[src/rtl/layer_compositor_pkg.sv]
// Shared types and fade arithmetic for the layer compositor.
// Imported by the interface-facing top and by the text overlay.
package compositor_pkg;

    typedef enum logic [1:0] {
        StPlay = 2'd0,
        StFade = 2'd1,
        StOver = 2'd2
    } comp_state_e;

    typedef struct packed {
        logic [7:0] r;
        logic [7:0] g;
        logic [7:0] b;
    } rgb_t;

    localparam int unsigned CODE_W = 7;
    localparam int unsigned ADDR_W = 11;

    function automatic logic [8:0] fade_scale(input logic [7:0] level);
        return 9'd256 - {1'b0, level};
    endfunction

    // 17-bit product so level 0 (scale 256) passes the channel through unchanged.
    function automatic logic [7:0] fade_channel(input logic [7:0] c, input logic [8:0] scale);
        logic [16:0] prod;
        prod = {9'd0, c} * {8'd0, scale};
        return prod[15:8];
    endfunction

endpackage

[src/rtl/layer_compositor_if.sv]
// Pixel-stream bundle between the ROM readers, the font ROM and the VGA DAC.
// master is the pixel/ROM side, slave is the compositor.
interface layer_compositor_if #(
    parameter int unsigned N_LAYERS = 8,
    parameter int unsigned CHAR_W   = 8
);
    logic [9:0]             DrawX;
    logic [9:0]             DrawY;
    logic [N_LAYERS-1:0]    layer_hit;
    logic [N_LAYERS*24-1:0] layer_rgb;
    logic [23:0]            bg_rgb;
    logic [10:0]            font_addr;
    logic [CHAR_W-1:0]      font_data;
    logic [7:0]             Red;
    logic [7:0]             Green;
    logic [7:0]             Blue;

    modport master (
        output DrawX, DrawY, layer_hit, layer_rgb, bg_rgb, font_data,
        input  font_addr, Red, Green, Blue
    );

    modport slave (
        input  DrawX, DrawY, layer_hit, layer_rgb, bg_rgb, font_data,
        output font_addr, Red, Green, Blue
    );
endinterface

[src/rtl/layer_compositor_text_overlay.sv]
// Banner region detection and font ROM addressing; registers the region flag
// and glyph column so they line up with font_data one cycle later.
module text_overlay
    import compositor_pkg::*;
#(
    parameter int unsigned TEXT_LEN = 9,
    parameter int unsigned TEXT_X   = 280,
    parameter int unsigned TEXT_Y   = 240,
    parameter int unsigned CHAR_W   = 8,
    parameter int unsigned CHAR_H   = 16
) (
    input  logic                       Clk,
    input  logic                       Reset_n,
    input  logic [9:0]                 DrawX,
    input  logic [9:0]                 DrawY,
    input  logic [TEXT_LEN*CODE_W-1:0] text_codes,
    input  logic [CHAR_W-1:0]          font_data,
    output logic [ADDR_W-1:0]          font_addr,
    output logic                       lit
);
    localparam int unsigned COL_W = (CHAR_W > 1) ? $clog2(CHAR_W) : 1;

    int unsigned       off_x;
    int unsigned       off_y;
    int unsigned       char_idx;
    logic              in_region;
    logic [CODE_W-1:0] code;
    logic [COL_W-1:0]  col_d;
    logic [COL_W-1:0]  col_q;
    logic              hit_q;

    always_comb begin
        // Offsets wrap left/above the banner; in_region rejects those cases.
        off_x     = 32'(DrawX) - TEXT_X;
        off_y     = 32'(DrawY) - TEXT_Y;
        in_region = (32'(DrawX) >= TEXT_X) && (off_x < TEXT_LEN * CHAR_W) &&
                    (32'(DrawY) >= TEXT_Y) && (off_y < CHAR_H);
        char_idx  = off_x / CHAR_W;
        col_d     = COL_W'(off_x % CHAR_W);
        code      = '0;
        for (int unsigned i = 0; i < TEXT_LEN; i++) begin
            if (char_idx == i) begin
                code = text_codes[CODE_W*i +: CODE_W];
            end
        end
        font_addr = in_region ? ADDR_W'(32'(code) * CHAR_H + off_y) : '0;
    end

    always_ff @(posedge Clk) begin
        if (!Reset_n) begin
            hit_q <= 1'b0;
            col_q <= '0;
        end else begin
            hit_q <= in_region;
            col_q <= col_d;
        end
    end

    assign lit = hit_q && font_data[COL_W'(CHAR_W - 1) - col_q];

endmodule

[src/rtl/layer_compositor.sv]
// Two-stage pixel compositor: priority/colour-key layer resolve, game-over
// fade-to-black and blinking text banner, with fixed 2-cycle latency.
module layer_compositor
    import compositor_pkg::*;
#(
    parameter int unsigned N_LAYERS     = 8,
    parameter logic [23:0] KEY_COLOR    = 24'hFF00FF,
    parameter int unsigned TEXT_LEN     = 9,
    parameter int unsigned TEXT_X       = 280,
    parameter int unsigned TEXT_Y       = 240,
    parameter int unsigned CHAR_W       = 8,
    parameter int unsigned CHAR_H       = 16,
    parameter int unsigned FADE_STEP    = 8,
    parameter int unsigned BLINK_FRAMES = 32
) (
    input  logic                       Clk,
    input  logic                       Reset_n,
    input  logic                       frame_start,
    input  logic                       game_over,
    input  logic                       restart,
    input  logic [TEXT_LEN*CODE_W-1:0] text_codes,
    layer_compositor_if.slave          pix,
    output logic [1:0]                 state_o
);
    localparam int unsigned BLINK_W = (BLINK_FRAMES > 1) ? $clog2(BLINK_FRAMES) : 1;
    localparam logic [BLINK_W-1:0] BLINK_LAST = BLINK_W'(BLINK_FRAMES - 1);

    comp_state_e        state_q, state_d;
    logic [7:0]         level_q, level_d;
    logic [BLINK_W-1:0] blink_cnt_q, blink_cnt_d;
    logic               blink_on_q, blink_on_d;
    logic [8:0]         level_sum;

    always_ff @(posedge Clk) begin
        if (!Reset_n) begin
            state_q     <= StPlay;
            level_q     <= '0;
            blink_cnt_q <= '0;
            blink_on_q  <= 1'b1;
        end else begin
            state_q     <= state_d;
            level_q     <= level_d;
            blink_cnt_q <= blink_cnt_d;
            blink_on_q  <= blink_on_d;
        end
    end

    always_comb begin
        state_d     = state_q;
        level_d     = level_q;
        blink_cnt_d = blink_cnt_q;
        blink_on_d  = blink_on_q;
        level_sum   = {1'b0, level_q} + 9'(FADE_STEP);
        if (restart) begin
            state_d     = StPlay;
            level_d     = '0;
            blink_cnt_d = '0;
            blink_on_d  = 1'b1;
        end else if (frame_start) begin
            unique case (state_q)
                StPlay: begin
                    if (game_over) state_d = StFade;
                end
                StFade: begin
                    if (level_q == 8'hFF) begin
                        state_d     = StOver;
                        blink_cnt_d = '0;
                        blink_on_d  = 1'b1;
                    end else begin
                        level_d = level_sum[8] ? 8'hFF : level_sum[7:0];
                    end
                end
                StOver: begin
                    if (blink_cnt_q == BLINK_LAST) begin
                        blink_cnt_d = '0;
                        blink_on_d  = ~blink_on_q;
                    end else begin
                        blink_cnt_d = blink_cnt_q + 1'b1;
                    end
                end
                default: state_d = StPlay;
            endcase
        end
    end

    always_comb begin
        state_o = state_q;
    end

    // Stage 1: lowest-index visible layer wins, otherwise the background.
    rgb_t scene;
    always_comb begin
        scene = pix.bg_rgb;
        for (int i = int'(N_LAYERS) - 1; i >= 0; i--) begin
            if (pix.layer_hit[i] && (pix.layer_rgb[24*i +: 24] != KEY_COLOR)) begin
                scene = pix.layer_rgb[24*i +: 24];
            end
        end
    end

    rgb_t        scene_q;
    comp_state_e s1_state_q;
    logic [7:0]  s1_level_q;
    logic        s1_blink_q;
    logic        text_lit;

    text_overlay #(
        .TEXT_LEN(TEXT_LEN),
        .TEXT_X  (TEXT_X),
        .TEXT_Y  (TEXT_Y),
        .CHAR_W  (CHAR_W),
        .CHAR_H  (CHAR_H)
    ) u_text (
        .Clk       (Clk),
        .Reset_n   (Reset_n),
        .DrawX     (pix.DrawX),
        .DrawY     (pix.DrawY),
        .text_codes(text_codes),
        .font_data (pix.font_data),
        .font_addr (pix.font_addr),
        .lit       (text_lit)
    );

    always_ff @(posedge Clk) begin
        if (!Reset_n) begin
            scene_q    <= '0;
            s1_state_q <= StPlay;
            s1_level_q <= '0;
            s1_blink_q <= 1'b0;
        end else begin
            scene_q    <= scene;
            s1_state_q <= state_q;
            s1_level_q <= level_q;
            s1_blink_q <= blink_on_q;
        end
    end

    // Stage 2: fade or banner select on the snapshot taken with the pixel.
    logic [8:0] scale;
    rgb_t       faded;
    rgb_t       pix_d;
    rgb_t       pix_q;

    always_comb begin
        scale   = fade_scale(s1_level_q);
        faded.r = fade_channel(scene_q.r, scale);
        faded.g = fade_channel(scene_q.g, scale);
        faded.b = fade_channel(scene_q.b, scale);
        unique case (s1_state_q)
            StPlay:  pix_d = scene_q;
            StFade:  pix_d = faded;
            StOver:  pix_d = (text_lit && s1_blink_q) ? 24'hFFFFFF : 24'h000000;
            default: pix_d = '0;
        endcase
    end

    always_ff @(posedge Clk) begin
        if (!Reset_n) begin
            pix_q <= '0;
        end else begin
            pix_q <= pix_d;
        end
    end

    assign pix.Red   = pix_q.r;
    assign pix.Green = pix_q.g;
    assign pix.Blue  = pix_q.b;

endmodule

[src/flat_wrapper.sv]
// flat-port wrapper written by rule: the top's interface ports become plain ports
module layer_compositor_flat import compositor_pkg::*;
#(
    parameter int unsigned N_LAYERS     = 8,
    parameter logic [23:0] KEY_COLOR    = 24'hFF00FF,
    parameter int unsigned TEXT_LEN     = 9,
    parameter int unsigned TEXT_X       = 280,
    parameter int unsigned TEXT_Y       = 240,
    parameter int unsigned CHAR_W       = 8,
    parameter int unsigned CHAR_H       = 16,
    parameter int unsigned FADE_STEP    = 8,
    parameter int unsigned BLINK_FRAMES = 32
)
  (Clk, Reset_n, frame_start, game_over, restart, text_codes, state_o, pix_DrawX, pix_DrawY, pix_layer_hit, pix_layer_rgb, pix_bg_rgb, pix_font_data, pix_font_addr, pix_Red, pix_Green, pix_Blue);
  layer_compositor_if #(.N_LAYERS(N_LAYERS), .CHAR_W(CHAR_W)) pix_i ();
  input  logic Clk;
  input  logic Reset_n;
  input  logic frame_start;
  input  logic game_over;
  input  logic restart;
  input  logic [TEXT_LEN*CODE_W-1:0] text_codes;
  output logic [1:0] state_o;
  input wire logic [$bits(pix_i.DrawX)-1:0] pix_DrawX;
  input wire logic [$bits(pix_i.DrawY)-1:0] pix_DrawY;
  input wire logic [$bits(pix_i.layer_hit)-1:0] pix_layer_hit;
  input wire logic [$bits(pix_i.layer_rgb)-1:0] pix_layer_rgb;
  input wire logic [$bits(pix_i.bg_rgb)-1:0] pix_bg_rgb;
  input wire logic [$bits(pix_i.font_data)-1:0] pix_font_data;
  output wire logic [$bits(pix_i.font_addr)-1:0] pix_font_addr;
  output wire logic [$bits(pix_i.Red)-1:0] pix_Red;
  output wire logic [$bits(pix_i.Green)-1:0] pix_Green;
  output wire logic [$bits(pix_i.Blue)-1:0] pix_Blue;
  assign pix_i.DrawX = pix_DrawX;
  assign pix_i.DrawY = pix_DrawY;
  assign pix_i.layer_hit = pix_layer_hit;
  assign pix_i.layer_rgb = pix_layer_rgb;
  assign pix_i.bg_rgb = pix_bg_rgb;
  assign pix_i.font_data = pix_font_data;
  assign pix_font_addr = pix_i.font_addr;
  assign pix_Red = pix_i.Red;
  assign pix_Green = pix_i.Green;
  assign pix_Blue = pix_i.Blue;
  layer_compositor #(.N_LAYERS(N_LAYERS), .KEY_COLOR(KEY_COLOR), .TEXT_LEN(TEXT_LEN), .TEXT_X(TEXT_X), .TEXT_Y(TEXT_Y), .CHAR_W(CHAR_W), .CHAR_H(CHAR_H), .FADE_STEP(FADE_STEP), .BLINK_FRAMES(BLINK_FRAMES)) u_core (.Clk(Clk), .Reset_n(Reset_n), .frame_start(frame_start), .game_over(game_over), .restart(restart), .text_codes(text_codes), .pix(pix_i), .state_o(state_o));
endmodule
[config.mk]
export PLATFORM = sky130hd
export DESIGN_NAME = layer_compositor_flat
export DESIGN_NICKNAME = d
export VERILOG_FILES = /design/src/rtl/layer_compositor_pkg.sv /design/src/rtl/layer_compositor_if.sv /design/src/rtl/layer_compositor_text_overlay.sv /design/src/rtl/layer_compositor.sv /design/src/flat_wrapper.sv
export SDC_FILE = /design/constraint.sdc
export NUM_CORES = 1
export LEC_CHECK = 0
export BUFFER_PORTS_ARGS = -buffer_cell sky130_fd_sc_hd__buf_2
export CAP_MARGIN = 20
export CORE_AREA = 2 2 251 154
export CTS_CLUSTER_SIZE = 10
export DETAILED_ROUTE_END_ITERATION = 10
export DIE_AREA = 0 0 253 156
export GPL_TIMING_DRIVEN = 1
export PLACE_DENSITY = 0.5
export SETUP_SLACK_MARGIN = 0.3
export SLEW_MARGIN = 20
export SYNTH_ARGS = -nofsm -noshare
export SYNTH_HDL_FRONTEND = slang
export SYNTH_SLANG_ARGS = --single-unit
[constraint.sdc]
create_clock -name Clk -period 8 [get_ports Clk]
set_input_delay 2 -clock Clk [delete_from_list [all_inputs] [get_ports Clk]]
set_output_delay 2 -clock Clk [all_outputs]
set_load 0.05 [all_outputs]
==> key figures, run 1 <==
Die
  – Die area: about 39000 um2
  – Row cnt: 55
  – Ports: 357
  – Initial core utilization: 0.2960
  – Core ar.: 37160 um2
  – Chip Width: 253 um
  – Die height: roughly 160 um

Synthesis
  – Synth warn: 0
  – Post-Syn Instances: around 1.3k
  – Mean Syn Cell Area: 8.404 um2
  – Syn nets: 1821
  – Top post-synthesis cells by count: 149 x and2_1, 143 x inv_1, 113 x ha_1
  – Post-synth top area cell: fa_1
  – Async SR Flop Fraction: 0
  – Ys flop type: dfxtp_1
  – Post-synth EDFFs: 0
  – Synth Register Bits: 75
  – Number of distinct library cells after synthesis: 74
  – Syn Std Cell Area: between 10000 and 15000 um2
  – Sequential fraction of the synthesis area: 0.1365
  – Post-synth top area share: 0.1438
  – Count leader, synth: and2_1
  – Largest cells by area after synthesis: fa_1 14%, dfxtp_1 14%, ha_1 13%, and2_1 8.5%, inv_1 4.9%

Worst setup path
  – Critical Path Sink Type: output port
  – Crit path DAT: approximately 5.5 ns
  – Critical path fanouts, max: 11
  – Worst r2r src: u_core.s1_level_q[2]
  – CP max-delay cell: a311o_1
  – CP startpoint: pix_DrawX[3]
  – Critical path, cell by cell: buf_2 -> ha_1 -> a311o_1 -> a221o_1 -> o211a_1 -> buf_6 -> a21o_1 -> a222oi_1 -> o21ai_1 -> ha_1 -> nor2b_1 -> o21ai_1 -> nand2b_1 -> a21o_1 -> a21oi_2 -> xnor3_1 -> nor2_2 -> buf_6
  – Worst R2R Setup Slack: 1.88 ns
  – CP max stage delay: 0.36 ns
  – Reg2Reg Capture Point: u_core.pix.Blue[7]
  – Worst EP required: 6.00 ns
  – Worst Setup Path Type: input port to output port
  – Setup crit start kind: input port
  – R2R cell count: 20

Timing
  – Fmax achieved: 0.1330 GHz
  – Fin crit period: 7.520 ns
  – Max Clock Skew: 0.009860 ns
  – Max-slew violation count: 0
  – Period utilization: 0.9400
  – Final Hold Fails: 0
  – RSZ-0062 raised after global routing: false
  – Post-Route Setup TNS: 0 ns
  – Final setup violation count: 0
  – Slew headroom: 0.2734
  – Slew @ Worst Pin: between 1 and 1.5 ns

CTS
  – Clock sink count: 75
  – Clock transition at path regs: 0.06 ns
  – TritonCTS clock tree: yes
  – CTS Buf Count: 9
  – Root Buffer: clkbuf_16
  – Hold Buf Count CTS: 0
  – Htree depth: 3
  – Clk_lat worst skew: around 0.37 ns
  – Clk buf depth: 2

Worst hold path
  – Hold Crit Endpoint: u_core.blink_cnt_q[4]
  – Hold path startpoint: u_core.blink_cnt_q[4]
  – Hold/Removal Path Class: register to register
  – Cells on Worst Hold Path: 2

Cells and area
  – Final core utilization: 0.3706
  – Finished Layout Cells: ~2.1k
  – Fin nets: ~2.2k
  – Fillcell total: 3894
  – Layout cells sized above 1: 0.2616
  – Area growth from synthesis to layout: 25.19%

GRT
  – Vias in the first global route: 11.41k
  – Gr ovfl total: 0
  – First-pass GRT wire length: a little under 70000 um
  – GRT Resource Usage Total: 0.2286
  – Pin count of the biggest net entering global routing: 49
  – Initial antenna violation count: 9

Route
  – # DRC: 0
  – Final WL: 44890 um
  – Final ANT Viol Nets: 0
  – Via/cell ratio: approximately 5.3
  – Initial DRT Pass Iterations: 6
  – Vias: 11.39k
  – Wirelength per Cell: between 20 and 25 um
  – DR iter-0 viols: about 830

Placed design
  – RePlAce Congestion: 0.9339
  – I/O Buffers: 356
  – Hpwl dp: approximately 37000 um
  – Placed cells: 2106

Power and ir drop
  – Pwr dens: 94.20 nW/um2
  – VDD IR max: 134.4 uV
  – Total leakage power: 6.779 nW

Job
  – Max-Cap Viols: 0

Status
  – Status: completed
[placed cells by master, fill, tap and decap left out, drive strengths merged, types with 14 or more instances in the layout]
cell,instances
a311oi,25
xor2,15
ha,113
a221o,31
nor2b,21
a21oi,46
inv,144
buf,393
o21ai,30
mux2i,27
a211o,26
nand4,29
and2,150
dfxtp,75
nand3,14
o22ai,23
a22oi,55
a221oi,25
nand2,78
xnor2,30
nor2,54
fa,79
[state kept, by name, indices dropped and copies added (netlist names)]
| register | count |
|---|---|
| u_core.s1_blink_q | 1 |
| u_core.state_o | 2 |
| u_core.blink_cnt_q | 5 |
| u_core.pix.Green | 8 |
| u_core.blink_on_q | 1 |
| u_core.pix.Blue | 8 |
| u_core.scene_q | 24 |
| u_core.u_text.hit_q | 1 |
| u_core.u_text.col_q | 3 |
| u_core.level_q | 6 |
| u_core.s1_state_q | 2 |
| u_core.pix.Red | 8 |
| u_core.s1_level_q | 6 |
[layer usage]
layer / up-vias / routed length, um / global-route usage
li1: 5406 / - / -
met1: 5639 / 21370 / 0.3170
met2: 310 / 20030 / 0.3566
met3: 39 / 2691 / 0.05138
met4: 0 / 798 / 0.05974
met5: - / 0 / 0
[cell families (layout without fill, tap and decap cells)]
group / count (synthesis) / count (layout) / share of synthesized area
and+or+nand+nor: 418 / 418 / 0.2157
AOI/OAI and AO/OA: 331 / 331 / 0.2291
buffers and inverters: 218 / 553 / 0.07996
adders and majority gates: 192 / 192 / 0.2723
DFF: 75 / 75 / 0.1365
xor gates and xnor gates: 46 / 46 / 0.03788
muxes: 29 / 29 / 0.02866
other: 0 / 11 / 0
[area by class of cell]
| cell class | count | area, um2 | area share |
|---|---|---|---|
| Inverter | 144 | 540.5 | 0.03925 |
| Antenna cell | 11 | 27.53 | 0.001999 |
| Clock inverter | 6 | 88.84 | 0.006450 |
| Sequential cell | 75 | 1501 | 0.1090 |
| Timing Repair Buffer | 393 | 2093 | 0.1520 |
| Multi-Input combinational cell | 1016 | 8686 | 0.6307 |
| Clock buffer | 10 | 229.0 | 0.01663 |
| Tap cell | 484 | 605.6 | 0.04397 |
[power by group]
part	switching [mW]	internal, mW	leakage (nW)	total, mW
clock network	0.176	0.273	0.149	0.449
logic	0.240	0.185	6.01	0.426
registers	0.0304	0.392	0.615	0.422
[worst max-delay path by stage]
stage | to | cells after the start
after CTS | pix_font_addr[10] | 18
after global routing | pix_font_addr[10] | 19
after detailed placement | pix_font_addr[10] | 18
after global placement | pix_font_addr[10] | 19
final | pix_font_addr[10] | 18
after floorplan | pix_font_addr[10] | 19
[timing repair]
action | 4_1_cts | 5_1_grt
pin swaps | 9 | 7
buffers inserted | 4 | 0
gates resized for setup | 7 | 1
setup endpoints to repair | 1 | 1
[worst max-delay path: cells and delay by family]
kind                       cells  cell delay [ns]
xor gates and xnor gates       1             0.23
buffers and inverters          3             0.47
and+or+nand+nor                3             0.37
adders and majority gates      2             0.55
AOI/OAI and AO/OA              9             1.90
[per-stage QoR]
step | hold WS, ns | instance area, um2 | setup WS, ns | power (mW)
floorplan | 0.4469 | 11000 | 0.3299 | 0.6504
global route | 0.5275 | 13770 | 0.3012 | 1.374
finish | 0.4779 | 13770 | 0.4803 | 1.297
detailed placement | 0.4696 | 13340 | 0.1259 | 0.8456
global placement | 0.4626 | 13340 | 0.1668 | 0.8431
CTS | 0.4807 | 13710 | 0.3450 | 1.309
(Power assumes the default switching activity.)
==> run 2: changes to the inputs <==
==> constraint.sdc (replaced) <==
create_clock -name Clk -period 8.62 [get_ports Clk]
set_input_delay 2.155 -clock Clk [delete_from_list [all_inputs] [get_ports Clk]]
set_output_delay 2.155 -clock Clk [all_outputs]
set_load 0.05 [all_outputs]
==> key figures, run 2 (synthesized netlist as in run 1, its figures left out) <==
Worst setup path
  – Setup crit start kind: input port
  – R2R cell count: 19
  – Worst r2r src: u_core.s1_level_q[2]
  – Critical path, cell by cell: buf_2 -> ha_2 -> a311o_1 -> a221o_1 -> o211a_1 -> a21o_1 -> a222oi_1 -> o21ai_0 -> ha_1 -> inv_1 -> fa_1 -> nor2b_1 -> o21ai_0 -> nand2b_1 -> a21o_1 -> a21oi_2 -> xnor3_1 -> nor2_2 -> buf_6
  – Setup crit end: pix_font_addr[10]
  – CP max-delay cell: a311o_1
  – Crit path DAT: 5.98 ns
  – Critical Path Sink Type: output port
  – Critical path fanouts, max: 8
  – Crit. path cell count: 19
  – Crit path buffers/inverters: 3
  – Worst EP required: 6.47 ns
  – Worst Setup Path Type: input port to output port
  – Reg2Reg Capture Point: u_core.pix.Red[7]
  – CP startpoint: pix_DrawX[4]
  – CP max stage delay: 0.36 ns
  – Worst R2R Setup Slack: 1.80 ns
  – Cell family with most CP delay: compound AO/OA/AOI/OAI gates

Route
  – Final ANT Viol Nets: 0
  – DR iter-0 viols: 727
  – Final WL: 44090 um
  – # DRC: 0
  – Wirelength per Cell: 20.61 um
  – Via/cell ratio: 5.295
  – Vias: approximately 11k
  – Initial DRT Pass Iterations: 8

Worst hold path
  – Hold path startpoint: u_core.blink_cnt_q[4]
  – Hold/Removal Path Class: register to register

Timing
  – Fin crit period: about 8 ns
  – Post-Route Setup TNS: 0 ns
  – Slew @ Worst Pin: approximately 1.2 ns
  – Max Clock Skew: ~0.011 ns
  – Max-slew violation count: 0
  – Final setup violation count: 0
  – Period utilization: 0.9438
  – Slew headroom: 0.2129
  – Final Hold Fails: 0
  – Fmax achieved: 0.1229 GHz
  – RSZ-0062 raised after global routing: false

GRT
  – Gr ovfl total: 0
  – Initial antenna violation count: 20
  – Pin count of the biggest net entering global routing: 49
  – GRT Resource Usage Total: 0.2255
  – First-pass GRT wire length: 67290 um
  – Vias in the first global route: roughly 11k

CTS
  – Clk buf depth: 2
  – Clock sink count: 75
  – Clock transition at path regs: roughly 0.070 ns
  – Clk_lat worst skew: around 0.37 ns
  – CTS Buf Count: 9
  – TritonCTS clock tree: yes
  – Root Buffer: clkbuf_16
  – Htree depth: 3

Cells and area
  – Commonest non-fill, non-tap cells in the layout: 355 x buf_2, 149 x and2_1, 143 x inv_1
  – Fin nets: 2141
  – Area growth from synthesis to layout: 25.10%
  – Fillcell total: 3915
  – Register area: 1501 um2
  – Design Area, Final: around 14000 um2
  – Area taken by multi-input logic gates: 8691 um2
  – Max FFs per register: 24
  – Reg with most FFs: u_core.scene_q
  – Commonest non-fill, non-tap cell in the layout: buf_2
  – Layout cells sized above 1: 0.2589

Die
  – Die height: 156 um
  – Core ar.: between 30000 and 40000 um2
  – Initial core utilization: 0.2960
  – Row cnt: between 50 and 60
  – Chip Width: 253 um
  – Ports: 357
  – Die area: around 39000 um2

Placed design
  – Hpwl dp: 36370 um
  – Post-DP Area: 13290 um2
  – I/O Buffers: 356
  – RePlAce Congestion: 0.9204

Status
  – Status: completed

Power and ir drop
  – Total leakage power: 6.760 nW
  – VDD IR max: between 80 and 90 uV
  – Pwr dens: 90.62 nW/um2

Job
  – Max-Cap Viols: 0
==> run 2: worst reg2reg max path, cell delays in order (launching register included) <==
cell	delay (ns)
dfxtp_1	0.81
inv_1	0.15
ha_1	0.27
xnor2_1	0.84
buf_4	0.41
nand2_1	0.12
fa_1	0.51
fa_1	0.55
inv_1	0.06
fa_1	0.53
inv_1	0.06
fa_1	0.55
inv_1	0.05
ha_1	0.33
a21o_1	0.17
a41o_1	0.27
a21oi_1	0.35
o2111ai_1	0.21
xnor2_1	0.16
o22ai_1	0.30
==> run 2: per-stage QoR <==
| stage | hold slack, ns | total power, mW | setup slack [ns] | utilization | instances |
|---|---|---|---|---|---|
| 6_report | 0.4818 | 1.247 | 0.4842 | 0.3703 | 2139 |
| 5_1_grt | 0.5322 | 1.320 | 0.2725 | 0.3703 | 2138 |
| 4_1_cts | 0.4856 | 1.263 | 0.3005 | 0.3675 | 2116 |
| 3_5_place_dp | 0.4749 | 0.7795 | 0.2574 | 0.3577 | 2100 |
| 3_3_place_gp | 0.4632 | 0.7769 | 0.3348 | 0.3577 | 2100 |
| 2_1_floorplan | 0.4469 | 0.6034 | 0.4281 | - | 1309 |
==> run 2: where the power goes <==
group	switching [mW]	internal, mW
registers	0.0281	0.364
clock network	0.167	0.300
logic	0.219	0.169
total	0.415	0.833
==> run 2: worst min path at each step <==
stage	end	slack, ns	cells after the start
after detailed placement	u_core.blink_cnt_q[4]	0.47	2
after CTS	u_core.blink_cnt_q[4]	0.49	2
after global placement	u_core.blink_cnt_q[4]	0.46	2
after global routing	u_core.blink_cnt_q[4]	0.53	2
final	u_core.blink_cnt_q[4]	0.48	2
after floorplan	u_core.s1_blink_q	0.45	1
==> run 2: area by class of cell <==
class / instances / share of cell area
Clock inverter: 5 / 0.007819
Tap cell: 484 / 0.04400
Clock buffer: 11 / 0.01837
Antenna cell: 21 / 0.003819
Timing Repair Buffer: 383 / 0.1461
Multi-Input combinational cell: 1016 / 0.6315
Sequential cell: 75 / 0.1091
Inverter: 144 / 0.03928
==> run 2: timing repair <==
action                     4_1_cts  5_1_grt
setup endpoints to repair        1        1
pin swaps                        0        1
gates resized for setup          1        7
setup buffers                    0        1
hold buffers                     0        0
==> run 2: metal layers <==
layer / global-route usage / part of all wire
met5: 0 / 0
met1: 0.3128 / 0.47
met2: 0.3425 / 0.43
met4: 0.08566 / 0.028
met3: 0.04688 / 0.069
